**src/rtl/vedic_pkg.sv**
```systemverilog
// Shared widths and types for the pipelined 8x8 Vedic multiplier.
package vedic_pkg;
  localparam int VEDIC_W   = 8;
  localparam int VEDIC_PW  = 16;
  localparam int VEDIC_NIB = 4;
  localparam int VEDIC_LAT = 3;

  typedef logic [VEDIC_W-1:0]  operand_t;
  typedef logic [VEDIC_PW-1:0] product_t;
  typedef logic [VEDIC_W-1:0]  pp_t;
endpackage

```
**src/rtl/vedic_pp_4x4.sv**
```systemverilog
// Combinational 4x4 Urdhva-Tiryagbhyam multiplier: vertical/crosswise column sums,
// then weighted merge of the columns into an 8-bit product.
module vedic_pp_4x4
  import vedic_pkg::*;
(
  input  logic [VEDIC_NIB-1:0] i_a,
  input  logic [VEDIC_NIB-1:0] i_b,
  output pp_t                  o_p
);

  // Column k gathers every bit product a[i]*b[j] with i+j == k (at most 4 terms).
  function automatic logic [2:0] col_sum(input logic [3:0] a, input logic [3:0] b, input int k);
    logic [2:0] s;
    s = '0;
    for (int i = 0; i < 4; i++)
      if ((k - i) >= 0 && (k - i) < 4) s = s + {2'b00, a[i] & b[k-i]};
    return s;
  endfunction

  logic [2:0] w_col [7];

  for (genvar k = 0; k < 7; k++) begin : g_col
    assign w_col[k] = col_sum(i_a, i_b, k);
  end

  always_comb begin
    o_p = '0;
    for (int k = 0; k < 7; k++) o_p = o_p + (pp_t'(w_col[k]) << k);
  end

endmodule

```
**src/rtl/vedic_mul8_pipe.sv**
```systemverilog
// Three-stage 8x8 Vedic multiplier with valid/ready on both sides.
// Optional saturating output-transfer counter: define VEDIC_MUL8_CNT_EN.
module vedic_mul8_pipe
  import vedic_pkg::*;
#(
  parameter int W  = 8,
  parameter int PW = 16
) (
  input  logic          clk,
  input  logic          rst_n,
  input  logic          in_valid,
  output logic          in_ready,
  input  logic [W-1:0]  in_a,
  input  logic [W-1:0]  in_b,
  output logic          out_valid,
  input  logic          out_ready,
  output logic [PW-1:0] out_p,
  output logic          busy
`ifdef VEDIC_MUL8_CNT_EN
  ,
  input  logic          cnt_clr,
  output logic [15:0]   prod_cnt
`endif
);

  if (W != VEDIC_W || PW != 2 * W) begin : g_param_chk
    $error("vedic_mul8_pipe supports only W=8, PW=16");
  end

  logic [3:1]          r_vld_pipe;
  logic [3:0]          w_vld;
  logic [3:1]          w_rdy;
  logic [3:0][W-1:0]   w_q;
  logic [3:0][W-1:0]   r_q;
  logic [3:0]          r_lo;
  logic [8:0]          r_mid;
  logic [3:0]          r_hq0;
  pp_t                 r_hi;
  product_t            r_p;
  logic [9:0]          w_m;
  pp_t                 w_p_hi;

  assign w_vld = {r_vld_pipe, in_valid};

  // Readiness ripples back combinationally so a full pipe still streams at 1/cycle.
  assign w_rdy[3] = ~r_vld_pipe[3] | out_ready;
  assign w_rdy[2] = ~r_vld_pipe[2] | w_rdy[3];
  assign w_rdy[1] = ~r_vld_pipe[1] | w_rdy[2];

  assign in_ready  = w_rdy[1];
  assign out_valid = r_vld_pipe[3];
  assign out_p     = r_p;
  assign busy      = |r_vld_pipe;

  // q[k]: a nibble k[0], b nibble k[1] -> q0=aL*bL, q1=aH*bL, q2=aL*bH, q3=aH*bH.
  for (genvar k = 0; k < 4; k++) begin : g_pp
    vedic_pp_4x4 u_pp (
      .i_a (in_a[VEDIC_NIB*(k%2) +: VEDIC_NIB]),
      .i_b (in_b[VEDIC_NIB*(k/2) +: VEDIC_NIB]),
      .o_p (w_q[k])
    );
  end

  assign w_m    = {1'b0, r_mid} + {6'b0, r_hq0};
  // Carry out of the top byte is always zero: max product 0xFE01 fits in 16 bits.
  assign w_p_hi = r_hi + {2'b00, w_m[9:4]};

  always_ff @(posedge clk or negedge rst_n) begin
    if (!rst_n) begin
      r_vld_pipe <= '0;
    end else begin
      for (int k = 1; k <= 3; k++)
        if (w_rdy[k]) r_vld_pipe[k] <= w_vld[k-1];
    end
  end

  // Data only moves with a valid token, so out_p holds the last product when idle.
  always_ff @(posedge clk or negedge rst_n) begin
    if (!rst_n) begin
      r_q   <= '0;
      r_lo  <= '0;
      r_mid <= '0;
      r_hq0 <= '0;
      r_hi  <= '0;
      r_p   <= '0;
    end else begin
      if (w_rdy[1] && w_vld[0]) r_q <= w_q;
      if (w_rdy[2] && w_vld[1]) begin
        r_lo  <= r_q[0][3:0];
        r_mid <= {1'b0, r_q[1]} + {1'b0, r_q[2]};
        r_hq0 <= r_q[0][7:4];
        r_hi  <= r_q[3];
      end
      if (w_rdy[3] && w_vld[2]) r_p <= {w_p_hi, w_m[3:0], r_lo};
    end
  end

`ifdef VEDIC_MUL8_CNT_EN
  logic [15:0] r_cnt;

  always_ff @(posedge clk or negedge rst_n) begin
    if (!rst_n)                                               r_cnt <= '0;
    else if (cnt_clr)                                         r_cnt <= '0;
    else if (out_valid && out_ready && (r_cnt != 16'hFFFF))   r_cnt <= r_cnt + 16'd1;
  end

  assign prod_cnt = r_cnt;
`endif

endmodule

```
**config.mk**
```make
export PLATFORM = sky130hd
export DESIGN_NAME = vedic_mul8_pipe
export DESIGN_NICKNAME = d
export VERILOG_FILES = /design/src/rtl/vedic_pkg.sv /design/src/rtl/vedic_pp_4x4.sv /design/src/rtl/vedic_mul8_pipe.sv
export SDC_FILE = /design/constraint.sdc
export NUM_CORES = 1
export LEC_CHECK = 0
export BUFFER_PORTS_ARGS = -buffer_cell sky130_fd_sc_hd__buf_4
export CAP_MARGIN = 25
export CORE_MARGIN = 5
export CORE_UTILIZATION = 50
export DETAILED_ROUTE_END_ITERATION = 8
export MAX_ROUTING_LAYER = met4
export PLACE_DENSITY = 0.71
export RECOVER_POWER = 25
export SETUP_SLACK_MARGIN = 0.1
export SLEW_MARGIN = 20
export SYNTH_ARGS = -nofsm -noshare
export SYNTH_HDL_FRONTEND = slang
export SYNTH_SLANG_ARGS = --single-unit
```
**constraint.sdc**
```tcl
create_clock -name clk -period 2.8 [get_ports clk]
set_clock_uncertainty 0.05 [all_clocks]
set_input_delay 0.28 -clock clk [delete_from_list [all_inputs] [get_ports clk]]
set_output_delay 0.28 -clock clk [all_outputs]
set_load 0.05 [all_outputs]
```
# After elaboration in Yosys (flattened, before gate mapping)
# Index checks and enable logic that the tools add are counted.
# op_classes
n_addsub	63
bitwise	70
n_reduce_logical	4
# op_table
op	n
8-bit by 7-bit adder with 8-bit output	8
1-bit AND	64
3-bit by 1-bit adder with 3-bit output	16
1-bit by 1-bit adder with 2-bit output	20
8-bit by 6-bit adder with 8-bit output	5
8-bit by 5-bit adder with 8-bit output	4
8-bit adder	4
1-bit by 4-bit adder with 5-bit output	4
9-bit by 4-bit adder with 10-bit output	1
8-bit by 8-bit adder with 9-bit output	1
1-bit logical AND	3
1-bit inverter	3
1-bit OR	3
3-bit OR reduction	1
# word_totals
register_bits	76
out_inout_bits	19
elab_cells	149

# Depth between registers and ports, before layout
# Gate-level depths: netlist of run 1.
# logic_depth
ltp_word	8
mapped_depth	16
depth_no_buf	16

# Modules after synthesis
# A second synthesis of run 1 with hierarchy kept.
# unflattened
cells_unflattened	495
hier_area_um2	5524.0
# by_module_without_submodules
mod	instances	cells_each	area_per_inst_um2	seq_area_each_um2
vedic_mul8_pipe	1	287	3617.2	1901.8
vedic_pp_4x4	4	52	476.7	0.0

# Worst setup path after synthesis of run 1
# Ideal clock, no wire load.
# synth_path
kind	reg-to-reg
from	register r_mid[0]
to	register r_p[14] (netlist: out_p[14])
setup_ns	0.095
arrival_time_ns	2.812
t_required_ns	2.655
slack_ns	-0.158
stages_incl_launch_ff	15
path_buffers	0
cell_sequence	dfrtp_1 ha_1 inv_1 fa_1 nor2b_1 o21ai_0 a21boi_0 nand2_1 xnor2_1 ha_1 nor2b_4 o31a_1 o21a_1 o21a_1 o31ai_1
# synth_between
elab_chain_cells	2
# synth_lines
element	line	source
from (decl)	vedic_mul8_pipe.sv:36	logic [8:0] r_mid;
from (signal assigned)	vedic_mul8_pipe.sv:90	r_mid <= {1'b0, r_q[1]} + {1'b0, r_q[2]};
9-bit by 4-bit adder with 10-bit output	vedic_mul8_pipe.sv:64	assign w_m = {1'b0, r_mid} + {6'b0, r_hq0};
8-bit by 6-bit adder with 8-bit output	vedic_mul8_pipe.sv:66	assign w_p_hi = r_hi + {2'b00, w_m[9:4]};
to (signal assigned)	vedic_mul8_pipe.sv:94	if (w_rdy[3] && w_vld[2]) r_p <= {w_p_hi, w_m[3:0], r_lo};
to (decl)	vedic_mul8_pipe.sv:39	product_t r_p;
# No other way between the ends.
# A chain may end at the register's enable or synchronous reset.

# Final worst setup path of run 1
# layout_path
from	register r_hq0[0]
to	register r_p[15] (netlist: out_p[15])
# layout_between
elab_chain_cells	2
# layout_lines
element	line	source
from (decl)	vedic_mul8_pipe.sv:37	logic [3:0] r_hq0;
from (signal assigned)	vedic_mul8_pipe.sv:91	r_hq0 <= r_q[0][7:4];
9-bit by 4-bit adder with 10-bit output	vedic_mul8_pipe.sv:64	
8-bit by 6-bit adder with 8-bit output	vedic_mul8_pipe.sv:66	
# No other way between the ends.

==> impl_metrics.json, run 1 <==
{
  "synth-warning-count": 0,
  "rows": 37,
  "globalRouteTotalUtil": 0.181,
  "synth_flop_cell": "sky130_fd_sc_hd__dfrtp_1",
  "yosysSeqAreaShare": 0.355,
  "hp-class": "in -> reg",
  "cp_slowest_cell": "sky130_fd_sc_hd__dfrtp_1",
  "synth.net_count": 628,
  "timing.final.ws_setup_ns": -0.213,
  "vias": 3766,
  "avgSynthCellArea_um2": 10.4,
  "worst-endpoint-required_ns": 2.99,
  "worstPathCellList": "ha_2 -> inv_2 -> fa_2 -> nor2b_2 -> o21ai_2 -> a21boi_2 -> nand2_1 -> xnor2_1 -> ha_2 -> buf_6 -> o21ai_4 -> nor2_4 -> o41ai_2 -> xor2_1 -> o21ai_1",
  "critPathCaptureType": "flop",
  "synth_simple_gate_area_share": 0.127,
  "combPwrFrac": 0.504,
  "grt_antenna_before_repair": 0,
  "synth_enable_flop_cells": 0,
  "layout.cells.most_common_list": "sky130_fd_sc_hd__buf_4 (79), sky130_fd_sc_hd__dfrtp_1 (76), sky130_fd_sc_hd__ha_1 (58)",
  "fmax_ghz": 0.332,
  "cells_after_synthesis": 513,
  "setup-violations-final": 4,
  "floorplan.die.height_um": 113,
  "final_estimated_routing_congestion_in_global_placement": 0.848,
  "synth_fa_ha_area_frac": 0.257,
  "path_max_fanout": 3,
  "pwr-share-clk": 0.177,
  "seqPwrFrac": 0.320,
  "yosys.area_share.xor_xnor": 0.0409,
  "crit_path_frequent_cell": "sky130_fd_sc_hd__ha_2",
  "cts-root-to-sink-buffers": 2,
  "largest_family_of_logic_cells_by_synthesized_area": "adder cells",
  "postRouteAntennaNets": 0,
  "cap_violations": 1,
  "critical_path_depth": 15,
  "netlist_area_mm2": 0.00535,
  "die_width_um": 113,
  "layout.nets": 714,
  "minimum_hold_slack_ns": 0.0756,
  "grt_max_degree": 77,
  "powerDensity_mw_per_mm2": 800,
  "internal_power_mw": 3.21,
  "tritoncts": "yes",
  "fp.dieArea_mm2": 0.0129,
  "preCtsSetupSlack_ns": -0.276,
  "timing.critical_path.max_delay_family": "adder cells",
  "detail_route.drc_violations": 0,
  "final_max_slew_viol_count": 34,
  "antennaDiodeCount": 0,
  "hold_path_depth": 2,
  "criticalPathCategory": "reg -> reg",
  "synth.ff_latch_count": 76,
  "crit_path_max_incr_delay_ns": 0.37,
  "rsz_0062_raised_after_global_routing": "true",
  "via_per_inst": 5.09,
  "critical_path_arrival_ns": 3.20,
  "initial_utilization": 0.516,
  "drive_above_1_share": 0.300,
  "vdd.ir_drop.worst_mv": 0.488,
  "count_of_unique_library_cells_instantiated_by_yosys": 35,
  "syn_to_final_growth_pct": 23.1,
  "netSwitchingPower_mw": 2.06,
  "synth.area.mux_share": 0.0758,
  "global_route.overflow_total": 0,
  "detailedRoute.firstIterationViolations": 159,
  "place.detailed.hpwl_um": 8210,
  "timing_hold_violations_final": 0,
  "switching_share": 0.392,
  "cp_num_buf_inv": 2,
  "area_of_the_placeable_core_mm2": 0.0104,
  "clk_root_buffer_cell": "sky130_fd_sc_hd__clkbuf_8",
  "ff2ff_path_depth": 15,
  "grt_pass1_vias": 3954,
  "cts_made_buffers": 9,
  "grt_first_pass_wirelength_um": 18300,
  "worst-slew-pin-transition_ns": 1.79,
  "worstSkewPairLatency_ns": 0.36,
  "synth_compound_area_frac": 0.100,
  "synthArstFlopShare": 1.00,
  "critical_path.startpoint_type": "flop",
  "drt_first_pass_iters": 7,
  "clock_tree_sinks": 76,
  "power.leakage_nw": 3.24,
  "shortest_period_the_worst_path_allows_ns": 3.01,
  "drt-wirelength-per-cell_um": 14.4,
  "violations": "max-capacitance violations, max-slew violations, negative setup slack",
  "status": "finished, violations left",
  "final.period_utilization": 1.08,
  "detail_route.wirelength_um": 10700,
  "layout_commonest_cell": "sky130_fd_sc_hd__buf_4",
  "cts_max_level": 3,
  "io_buffers": 38,
  "maxSlewHeadroom": -0.194,
  "cts.reportedPaths.clkPinSlew_ns": 0.08,
  "io_pins": 39
}
[cells by family after synthesis]
group / Yosys count
xor gates and xnor gates: 25
adders and majority gates: 95
AOI/OAI and AO/OA: 89
muxes: 36
buffers and inverters: 59
and+or+nand+nor: 133
DFF: 76
[routing by layer]
layer / vias up / part of all wire / wire, um / track usage
met5: - / 0 / 0 / -
met4: 0 / 0.015 / 155 / 0.0721
met3: 14 / 0.024 / 261 / 0.0191
met2: 51 / 0.48 / 5150 / 0.293
met1: 1802 / 0.48 / 5110 / 0.236
li1: 1899 / - / - / -
[cell type report]
cell class,instances,area (um^2)
clock buffers,9,124
clock inverters,7,98.8
fillers,876,3780
inverters,49,184
multi-input cells,378,3460
flip-flops and latches,76,1900
well taps,136,170
repair buffers,85,648
[flip-flops by register name, indices dropped and copies added (netlist names)]
register,cells
r_hi,8
r_vld_pipe,3
out_p,16
r_q,32
r_mid,9
r_lo,4
r_hq0,4
[path summary, 6_finish.rpt]
check / startpoint / end / slack, ns
worst max-delay path: r_hq0[0] / out_p[15] / -0.21
worst min-delay path: in_valid / r_vld_pipe[1] / 0.08
worst max register to register: r_hq0[0] / out_p[15] / -0.21
worst min register to register: r_q[15] / r_q[15] / 0.44
max in group asynchronous: rst_n / r_q[29] / 0.29
min in group asynchronous: rst_n / r_lo[1] / 0.88
[stage by stage]
step	area [um^2]	utilization	cells	power (mW)	TNS (ns)
6_report	6590	0.635	740	5.27	-0.573
5_1_grt	6590	0.635	740	5.68	-9.26
4_1_cts	6410	0.618	732	5.07	-0.580
3_5_place_dp	6140	0.593	714	4.06	-2.56
3_3_place_gp	6140	0.593	714	3.97	-1.65
2_1_floorplan	5460	-	513	3.29	-0.000297
[synthesized netlist by cell type (all sizes together) (5+ instances only)]
master | n | area [um^2]
dfrtp | 76 | 1900
ha | 70 | 876
and2 | 53 | 332
nand2 | 52 | 195
inv | 49 | 184
o21ai | 41 | 205
mux2 | 36 | 405
fa | 25 | 500
xor2 | 19 | 166
a21oi | 16 | 80.1
a21o | 12 | 90.1
nor2 | 10 | 37.5
a211oi | 6 | 50.1
xnor2 | 6 | 52.6
buf | 5 | 27.5
clkbuf | 5 | 18.8
nand2b | 5 | 31.3
[power groups by stage]
stage / combinational [mW] / clock [mW] / sequential, mW
floorplan: 1.27 / 0 / 2.02
global placement: 2.28 / 0 / 1.69
detailed placement: 2.35 / 0 / 1.71
CTS: 2.42 / 0.960 / 1.69
global route: 2.94 / 1.01 / 1.74
finish: 2.66 / 0.931 / 1.69
[repair_timing]
item / 4_1_cts / 5_1_grt
hold buffers: 0 / 1
endpoints found under the setup margin: 6 / 9
setup buffers: 2 / 6
resized for setup: 10 / 21
endpoints found under the hold margin: 0 / 32
pin swaps: 6 / 18
No activity file was read; power rests on OpenSTA's default activity.
==> inputs of run 2 (changes only) <==
--- a/config.mk
+++ b/config.mk
@@ -13,7 +13,7 @@
 export MAX_ROUTING_LAYER = met4
 export PLACE_DENSITY = 0.71
 export RECOVER_POWER = 25
-export SETUP_SLACK_MARGIN = 0.1
+export SETUP_SLACK_MARGIN = 0.4
 export SLEW_MARGIN = 20
 export SYNTH_ARGS = -nofsm -noshare
 export SYNTH_HDL_FRONTEND = slang
==> impl_metrics.json, run 2 (synthesized netlist as in run 1, its figures left out) <==
{
  "reg2reg_slack_ns": -0.14,
  "cts.reportedPaths.clkPinSlew_ns": 0.07,
  "minimum_hold_slack_ns": 0.0807,
  "area_of_the_placeable_core_mm2": 0.0104,
  "pwr-share-clk": 0.164,
  "switching_share": 0.385,
  "place.detailed.hpwl_um": 8040,
  "final_max_slew_viol_count": 0,
  "setup-violations-final": 3,
  "tns_ns": -0.193,
  "io_pins": 39,
  "critPathCaptureType": "flop",
  "worst-slew-pin-transition_ns": 1.49,
  "preCtsSetupSlack_ns": -0.199,
  "grt_pass1_vias": 3966,
  "hp-class": "in -> reg",
  "antennaDiodeCount": 0,
  "clock_tree_sinks": 76,
  "final_estimated_routing_congestion_in_global_placement": 0.875,
  "critical_path.startpoint_type": "flop",
  "postRouteAntennaNets": 0,
  "path_max_fanout": 3,
  "cts_made_buffers": 9,
  "timing_hold_violations_final": 0,
  "crit_path_frequent_cell": "sky130_fd_sc_hd__o21a_1",
  "layout_commonest_cell": "sky130_fd_sc_hd__dfrtp_1",
  "drt_first_pass_iters": 4,
  "final_cells": 731,
  "clk_root_buffer_cell": "sky130_fd_sc_hd__clkbuf_8",
  "largest_register_ffs": 32,
  "syn_to_final_growth_pct": 27.1,
  "worst-endpoint-required_ns": 3.00,
  "timing.critical_path.max_delay_family": "compound AO/OA/AOI/OAI gates",
  "hold_path_depth": 2,
  "ff2ff_path_depth": 14,
  "final.period_utilization": 1.05,
  "status": "finished, violations left",
  "worstPathCellList": "ha_2 -> inv_2 -> fa_2 -> nor2b_2 -> o21ai_2 -> a21boi_2 -> nand2_1 -> xnor2_1 -> ha_1 -> nor2b_4 -> o31a_1 -> o21a_1 -> o21a_1 -> o31ai_1",
  "cp_num_buf_inv": 1,
  "cts-root-to-sink-buffers": 2,
  "cp_slowest_cell": "sky130_fd_sc_hd__dfrtp_1",
  "io_buffers": 38,
  "critical_path_arrival_ns": 3.14,
  "violations": "negative setup slack",
  "layout.nets": 705,
  "worstSkewPairLatency_ns": 0.35,
  "timing.final.ws_setup_ns": -0.138,
  "globalRouteTotalUtil": 0.184,
  "vdd.ir_drop.worst_mv": 0.496,
  "cap_violations": 0,
  "tritoncts": "yes",
  "grt_first_pass_wirelength_um": 18500,
  "cts_max_level": 3,
  "ff_latch_area_mm2": 0.00190,
  "detail_route.wirelength_um": 10400,
  "powerDensity_mw_per_mm2": 744,
  "dp.cells": 704,
  "global_route.overflow_total": 0,
  "crit_path_max_incr_delay_ns": 0.36,
  "grt_max_degree": 77,
  "internal_power_mw": 3.11,
  "total_power_mw": 5.06,
  "finalCoreUtilization": 0.656,
  "fin_area_mm2": 0.00680,
  "detailedRoute.firstIterationViolations": 144,
  "worst_reg2reg_endpoint": "out_p[14]",
  "rsz_0062_raised_after_global_routing": "true",
  "min_from": "in_valid",
  "drt-wirelength-per-cell_um": 14.2,
  "vias": 3702,
  "rows": 37,
  "maxSlewHeadroom": 0.00975,
  "criticalPathCategory": "reg -> reg",
  "fmax_ghz": 0.340,
  "drive_above_1_share": 0.351,
  "r2r-start": "r_hq0[0]",
  "shortest_period_the_worst_path_allows_ns": 2.94,
  "fill_cells": 825,
  "min_delay_worst_endpoint": "r_vld_pipe[1]",
  "floorplan.die.height_um": 113,
  "multi_input_area_mm2": 0.00372,
  "grt_antenna_before_repair": 0,
  "detail_route.drc_violations": 0,
  "registers.top_by_ff_count": "r_q",
  "dpl_cell_area_mm2": 0.00637,
  "via_per_inst": 5.06,
  "initial_utilization": 0.516,
  "layout.cells.most_common_list": "sky130_fd_sc_hd__dfrtp_1 (76), sky130_fd_sc_hd__buf_4 (63), sky130_fd_sc_hd__nand2_1 (52)",
  "power.leakage_nw": 3.17,
  "seqPwrFrac": 0.333,
  "combPwrFrac": 0.504,
  "fp.dieArea_mm2": 0.0129,
  "die_width_um": 113,
  "netSwitchingPower_mw": 1.95
}
## run 2: cell count changes in the layout (fill, tap and decap cells not counted), moves of 4 or more
cell,delta
sky130_fd_sc_hd__ha_1,-21
sky130_fd_sc_hd__o21ai_1,+9
sky130_fd_sc_hd__and2_1,-9
sky130_fd_sc_hd__o21ai_0,-8
sky130_fd_sc_hd__and2_4,+9
sky130_fd_sc_hd__clkbuf_1,+4
sky130_fd_sc_hd__buf_4,-16
sky130_fd_sc_hd__inv_2,+13
sky130_fd_sc_hd__inv_1,-13
sky130_fd_sc_hd__buf_8,+5
sky130_fd_sc_hd__ha_4,+21
## run 2: worst max path at each step
stage / from / endpoint / slack [ns] / depth (start not counted)
after floorplan: r_mid[0] / out_p[14] / 0.003 / 14
final: r_hq0[0] / out_p[14] / -0.14 / 14
after detailed placement: r_mid[0] / out_p[14] / -0.20 / 14
after global placement: r_mid[0] / out_p[14] / -0.11 / 14
after global routing: r_mid[0] / out_p[14] / -0.34 / 14
after CTS: r_hq0[0] / out_p[14] / -0.15 / 14
## run 2: final cells by class
class | count | share of cell area
Clock buffer | 15 | 0.0245
Clock inverter | 1 | 0.00442
Inverter | 49 | 0.0270
Timing Repair Buffer | 76 | 0.0920
Multi-Input combinational cell | 378 | 0.547
Tap cell | 136 | 0.0250
Sequential cell | 76 | 0.280
## run 2: power groups by stage
stage          Clock (mW)  Sequential, mW  Combinational [mW]
2_1_floorplan           0            2.02                1.37
3_3_place_gp            0            1.69                2.35
3_5_place_dp            0            1.70                2.40
4_1_cts             0.848            1.69                2.50
5_1_grt             0.894            1.73                2.83
6_report            0.828            1.68                2.55
## run 2: metal layers
layer	part of all wire	global-route usage	wire (um)	up-vias
li1	-	-	-	1880
met1	0.48	0.242	4990	1752
met2	0.47	0.292	4890	55
met3	0.031	0.0191	320	15
met4	0.017	0.0761	178	0
met5	0	-	0	-
## run 2: repair_timing
action / 4_1_cts / 5_1_grt
buffers inserted: 5 / 4
gates resized for setup: 17 / 26
hold endpoints to repair: 0 / 28
hold buffers: 0 / 1
setup endpoints to repair: 12 / 15
pin swaps: 40 / 44
